## src/rtl/spi_master.sv

```systemverilog
// Byte-wide SPI master (mode 0, MSB first) with dual SD chip selects,
// programmable clock divisor and a 4-register CPU bus window.
module spi_master #(
  parameter int DIV_RESET = 59
) (
  input  logic       MHZ48,
  input  logic       nRES,
  input  logic       nCS,
  input  logic       RW,
  input  logic [1:0] A,
  input  logic [7:0] DIN,
  output logic [7:0] DOUT,
  output logic       nSD0,
  output logic       nSD1,
  output logic       SCLK,
  output logic       MOSI,
  input  logic       MISO
);

  typedef enum logic [1:0] {IDLE, LOW, HIGH} stateT;

  stateT      state, stateNext;
  logic       nCsQ;
  logic       strobe, wrStrobe, rdStrobe;
  logic       busy, ovr, start;
  logic       phaseLast, lastBit;
  logic [1:0] ss;
  logic [7:0] div, workDiv, shiftReg, rxData, phaseCnt;
  logic [2:0] bitCnt;
  logic [7:0] shiftIn;

  // The bus select is held low for several cycles; only its falling edge acts.
  assign strobe   = ~nCS & nCsQ;
  assign wrStrobe = strobe & ~RW;
  assign rdStrobe = strobe & RW;

  assign busy      = (state != IDLE);
  assign start     = wrStrobe && (A == 2'd0) && !busy;
  assign phaseLast = (phaseCnt == workDiv);
  assign lastBit   = (bitCnt == 3'd7);
  assign shiftIn   = {shiftReg[6:0], MISO};

  assign nSD0 = ~ss[0];
  assign nSD1 = ~ss[1];

  always_comb begin
    DOUT = 8'hFF;
    case (A)
      2'd0:    DOUT = rxData;
      2'd1:    DOUT = {busy, ovr, 4'b0000, ss};
      2'd2:    DOUT = div;
      default: DOUT = 8'hFF;
    endcase
  end

  always_ff @(posedge MHZ48) begin
    if (!nRES) state <= IDLE;
    else       state <= stateNext;
  end

  always_comb begin
    stateNext = state;
    SCLK      = 1'b0;
    MOSI      = 1'b1;
    case (state)
      IDLE: begin
        if (start) stateNext = LOW;
      end
      LOW: begin
        MOSI = shiftReg[7];
        if (phaseLast) stateNext = HIGH;
      end
      HIGH: begin
        SCLK = 1'b1;
        MOSI = shiftReg[7];
        if (phaseLast) stateNext = lastBit ? IDLE : LOW;
      end
      default: stateNext = IDLE;
    endcase
  end

  always_ff @(posedge MHZ48) begin
    if (!nRES) begin
      nCsQ     <= 1'b1;
      ovr      <= 1'b0;
      ss       <= 2'b00;
      div      <= 8'(DIV_RESET);
      workDiv  <= 8'(DIV_RESET);
      shiftReg <= 8'hFF;
      rxData   <= 8'hFF;
      phaseCnt <= 8'd0;
      bitCnt   <= 3'd0;
    end else begin
      nCsQ <= nCS;

      case (state)
        IDLE: begin
          if (start) begin
            shiftReg <= DIN;
            workDiv  <= div;
            phaseCnt <= 8'd0;
            bitCnt   <= 3'd0;
          end
        end
        LOW: begin
          phaseCnt <= phaseLast ? 8'd0 : phaseCnt + 8'd1;
        end
        HIGH: begin
          if (phaseLast) begin
            phaseCnt <= 8'd0;
            shiftReg <= shiftIn;
            if (lastBit) rxData <= shiftIn;
            else         bitCnt <= bitCnt + 3'd1;
          end else begin
            phaseCnt <= phaseCnt + 8'd1;
          end
        end
        default: ;
      endcase

      // Chip selects follow writes at once so software can drop CS mid-byte.
      if (wrStrobe && A == 2'd1) ss <= DIN[1:0];
      if (wrStrobe && A == 2'd2 && !busy) div <= DIN;

      if (wrStrobe && A == 2'd0 && busy) ovr <= 1'b1;
      else if (rdStrobe && A == 2'd1)    ovr <= 1'b0;
    end
  end

endmodule
```

## config.mk

```make
export PLATFORM = sky130hd
export DESIGN_NAME = spi_master
export DESIGN_NICKNAME = d
export VERILOG_FILES = /design/src/rtl/spi_master.sv
export SDC_FILE = /design/constraint.sdc
export NUM_CORES = 1
export LEC_CHECK = 0
export ABC_AREA = 1
export CAP_MARGIN = 20
export CORE_MARGIN = 2
export CORE_UTILIZATION = 49
export CTS_CLUSTER_DIAMETER = 120
export DETAILED_ROUTE_END_ITERATION = 12
export PLACE_DENSITY = 0.75
export SLEW_MARGIN = 20
export SYNTH_ARGS = -nofsm -noshare
export SYNTH_HDL_FRONTEND = slang
export SYNTH_SLANG_ARGS = --single-unit
```

## constraint.sdc

```tcl
create_clock -name MHZ48 -period 2.6 [get_ports MHZ48]
set_input_delay 0.39 -clock MHZ48 [delete_from_list [all_inputs] [get_ports MHZ48]]
set_output_delay 0.39 -clock MHZ48 [all_outputs]
set_load 0.02 [all_outputs]
```

# Yosys cells after proc, flatten, opt, wreduce, memory -nomap -nowiden
# Index checks and enable logic that the tools add are counted.
[word_totals]
register_bits = 49
input_bits = 15
output_inout_bits = 12
elab_cells = 70
[op_classes]
addsub = 2
eq_ne = 10
muxes = 20
n_bitwise = 7
reduce_logical = 21
[ops]
columns = ["operator", "n"]
rows = [
  ["2-to-1 mux 8 bit", 4],
  ["case mux 8 bit (2 select lines)", 2],
  ["case mux 8 bit (3 select lines)", 1],
  ["2-to-1 mux 3 bit", 3],
  ["AND reduction 3 bit", 3],
  ["adder 8 x 1 -> 8 bit (second input constant)", 1],
  ["== test 8 bit", 1],
  ["inequality test 2 bit (second input constant)", 4],
  ["nonzero test 2 bit", 4],
  ["logical AND 1 bit", 7],
  ["2-to-1 mux 2 bit", 3],
  ["case mux 2 bit (3 select lines)", 1],
  ["case mux 3 bit (2 select lines)", 1],
  ["2-to-1 mux 1 bit", 5],
  ["== test 2 x 1 -> 1 bit (second input constant)", 2],
  ["== test 2 bit (second input constant)", 2],
  ["logical NOT 2 bit", 2],
  ["NOT 1 bit", 4],
  ["AND reduction 2 bit", 2],
  ["AND reduction 4 bit", 1],
  ["adder 3 x 1 -> 3 bit (second input constant)", 1],
  ["bitwise AND 1 bit", 3],
  ["== test 3 bit (second input constant)", 1],
  ["OR reduction 2 bit", 1],
  ["logical NOT 1 bit", 1],
]

# Depth between registers and ports, before layout
[logic_depth]
word_depth = 7
mapped_depth = 11
ltp_nobuf = 11

# Least setup slack after synthesis
# No wires, ideal clock.
[synth_path]
path_kind = "register to register"
start = "register state[0]"
end = "register state[0]"
setup_ns = 0.128
t_arrival_ns = 1.462
required_ns = 2.472
path_slack_ns = 1.011
path_stages_with_launch = 9
path_buffers = 1
period_less_slack_ns = 1.589
cell_sequence = "dfxtp_1 inv_1 ha_1 buf_1 o21ai_0 nand2_1 nand2_1 nand2_1 nor2_1"
[synth_via]
elab_chain_len = 5
word_cells_on_any_way = 11
classes_between = "eq/ne (5); mux (1); reduce/logical (5)"
[synth_rtl]
columns = ["item", "line", "rtl"]
rows = [
  ["start: declaration", "22", "stateT state, stateNext;"],
  ["start signal: assignment", "58", "else state <= stateNext;"],
  ["nonzero test 2 bit", "37", "assign busy = (state != IDLE);"],
  ["logical NOT 1 bit", "38", "assign start = wrStrobe && (A == 2'd0) && !busy;"],
  ["logical AND 1 bit", "38", ""],
  ["inequality test 2 bit (no source line)", "n/a", ""],
  ["AND reduction 3 bit (no source line)", "n/a", ""],
]
# Several ways; a longest one is shown, not always the timed one.
# A chain may end at the register's enable or synchronous reset.

# Worst setup path in the final report
[layout_path]
start = "input A[0]"
end = "output DOUT[7]"
[layout_via]
elab_chain_len = 2
word_cells_on_any_way = 4
classes_between = "eq/ne (2); mux (1); reduce/logical (1)"
[layout_rtl]
columns = ["item", "line", "rtl"]
rows = [
  ["start: declaration", "10", "input logic [1:0] A,"],
  ["== test 2 bit, or another cell as far along", "48", "case (A)"],
  ["case mux 8 bit (3 select lines) (*)", "48", ""],
  ["end: declaration", "12", "output logic [7:0] DOUT,"],
]
# Mark *: on every way between the ends. The rest lies on a longest branch, timed or not.

==> reports/metrics.csv <==
metric,value,unit
drive_gt1_frac,0.08488,
tightestPinTransition,463.0,ps
drt_first_iter_violations,178,
required,2210,ps
synth_area_per_cell,7.015,µm²
initial_core_util,0.5105,
seq_area_frac_synth,0.4041,
root_buffer,clkbuf_8,
p_per_area,649.7,nW/µm²
clock_skew,4.642,ps
utilization,0.6026,
worstHoldStart,bitCnt[1]$_SDFFE_PN0P_,
globalRouteTotalUtil,0.2175,
core-area,4755,µm²
drt-total-wl,5.504,mm
power_frac_seq,0.472,
numCtsBuffers,5,
internal_power,1.214,mW
status,"finished, final reports clean",
worst_ir_drop_vdd,0.5310,mV
clock_path_buffers,2,
die_y,74.38,µm
slew_violations,0,
regArea,980.9,µm²
crit_chain,clkdlybuf4s50_1 -> buf_4 -> nor2_4 -> nand2_1 -> o211ai_1 -> clkdlybuf4s50_1,
die-area,5532,µm²
setup_viol,0,
finalNetCount,398,
final_common_cell,nand2_1,
cts_tree,yes,
grt_pass1_vias,2052,
synth-edff-count,0,
drc,0,
synth_cells,346,
period_share,0.9416,
die_w,74.38,µm
end_kind,primary output,
yosysWarnings,0,
async_flop_share,0,
cp_data_arrival_time,2060,ps
path_common_cell,clkdlybuf4s50_1,
layout_common_cells,"nand2_1, dfxtp_1, inv_1",
power.share.clock,0.233,
hold_class,reg2reg,
fmax,408.5,MHz
critPathBufInv,3,
diodes,0,
cts_resized,0,
grt_max_degree,24,
n_fill_cell,466,
start_kind,primary input,
critPathSlowestCell,clkdlybuf4s50_1,
path_class,in2out,
post_cts_buffers,0,
synth_fp_nets,368,
critical_path.startpoint,A[0],
slew_headroom,0.6910,
place_hpwl,4.303,mm
finalCriticalPeriod,2448,ps
wl_per_cell,12.40,µm
path_max_fanout,10,
ys.flop_type,dfxtp_1,
grt_pass1_wl,9.211,mm
ctsHoldBuffers,0,
htree_num_levels,2,
row_count,25,
num_vias,2255,
via_per_inst,5.079,
switching_power,0.6476,mW
portBuffers,26,
ys_ff_latch,49,
firstDrtPassIters,4,
antenna_found_initial,0,
synth.cell_area,2427,µm²
synth.distinct_cells,28,
clock_latency,290,ps
place_congestion,0.8586,
clk_pin_slew,80,ps
ios,27,
p_leak,1.296,nW
crit_path_max_incr_delay,640,ps
path_delay_family,buffers and inverters,
area_growth,18.04,%
switching_share,0.3479,
timing.rr.start,state[0]$_SDFFE_PN0P_,
drtAntennaViolNets,0,
grt_overflow,0,
rsz0062_at_grt,false,
tns,0,ps
max_cap_violations,0,
multi_input_area,1254,µm²
hold_violations,0,
clock_sinks,49,
p_comb_frac,0.295,
[layout make-up]
class	instances	share of cell area
timing repair buffer	34	0.1118
inverter	39	0.05109
tap	67	0.02926
clock buffer	8	0.02795
sequential	49	0.3424
multi-input combinational	247	0.4376
[sequential cells by signal, indices dropped and copies added (netlist names)]
name	cells
div	8
phaseCnt	8
rxData	8
shiftReg	8
workDiv	8
bitCnt	3
ss	2
state	2
nCsQ	1
ovr	1
[cell usage after synthesis (all sizes together) (2+ instances only)]
master,n,area (µm²)
xor2,3,26.28
nand4,2,12.51
nor2,21,93.84
buf,5,23.77
ha,7,87.58
nand3,34,170.2
clkbuf,6,22.52
o21a,2,15.01
dfxtp,49,980.9
a21oi,21,116.4
inv,39,146.4
nand2,109,431.7
xnor2,4,42.55
o21ai,32,171.4
o211ai,8,60.06
[per-layer routing]
layer | GRT usage | share of wire | up-vias
li1 | - | - | 1169
met3 | 0.05149 | 0.043 | 8
met4 | 0.05754 | 0.011 | 0
met1 | 0.2840 | 0.47 | 1034
met2 | 0.3618 | 0.48 | 44
met5 | 0 | 0 | -
[worst min-delay path: stages, from the launching register on]
cell and delay [ps]:
dfxtp_1 320, nand2_1 60, a21oi_1 50
[power by group through the flow]
stage	registers, mW	logic, mW	clock network, mW
detailed placement	0.896	0.547	0
CTS	0.878	0.549	0.439
global placement	0.894	0.535	0
floorplan	0.881	0.392	0
finish	0.879	0.549	0.433
global route	0.890	0.611	0.480
[through the flow]
| stage | power, mW | setup slack [ps] | hold WS [ps] | std cells | cell area, µm² |
|---|---|---|---|---|---|
| 2_1_floorplan | 1.274 | 1011 | 421.4 | 346 | 2427 |
| 3_3_place_gp | 1.429 | 153.7 | 449.1 | 436 | 2785 |
| 3_5_place_dp | 1.443 | 139.5 | 449.2 | 436 | 2785 |
| 4_1_cts | 1.866 | 139.1 | 471.1 | 444 | 2865 |
| 5_1_grt | 1.980 | 35.25 | 495.3 | 444 | 2865 |
| 6_report | 1.862 | 151.9 | 472.1 | 444 | 2865 |
[cell families (layout without fill, tap and decap cells)]
family | after synthesis | in the layout | share of synthesized area
and+or+nand+nor | 169 | 169 | 0.2995
AOI/OAI and AO/OA | 64 | 64 | 0.1526
buffers and inverters | 50 | 81 | 0.07938
DFF | 49 | 49 | 0.4041
adders and majority gates | 7 | 7 | 0.03608
xor gates and xnor gates | 7 | 7 | 0.02836
[worst paths after layout]
check                              to  slack [ps]  cells after the start
max reg2reg  shiftReg[6]$_SDFFE_PN1P_         800                      9
min reg2reg    bitCnt[1]$_SDFFE_PN0P_         470                      2
min            bitCnt[1]$_SDFFE_PN0P_         470                      2
max                           DOUT[7]         150                      6
Note: power is estimated with default switching activity, not from simulation.
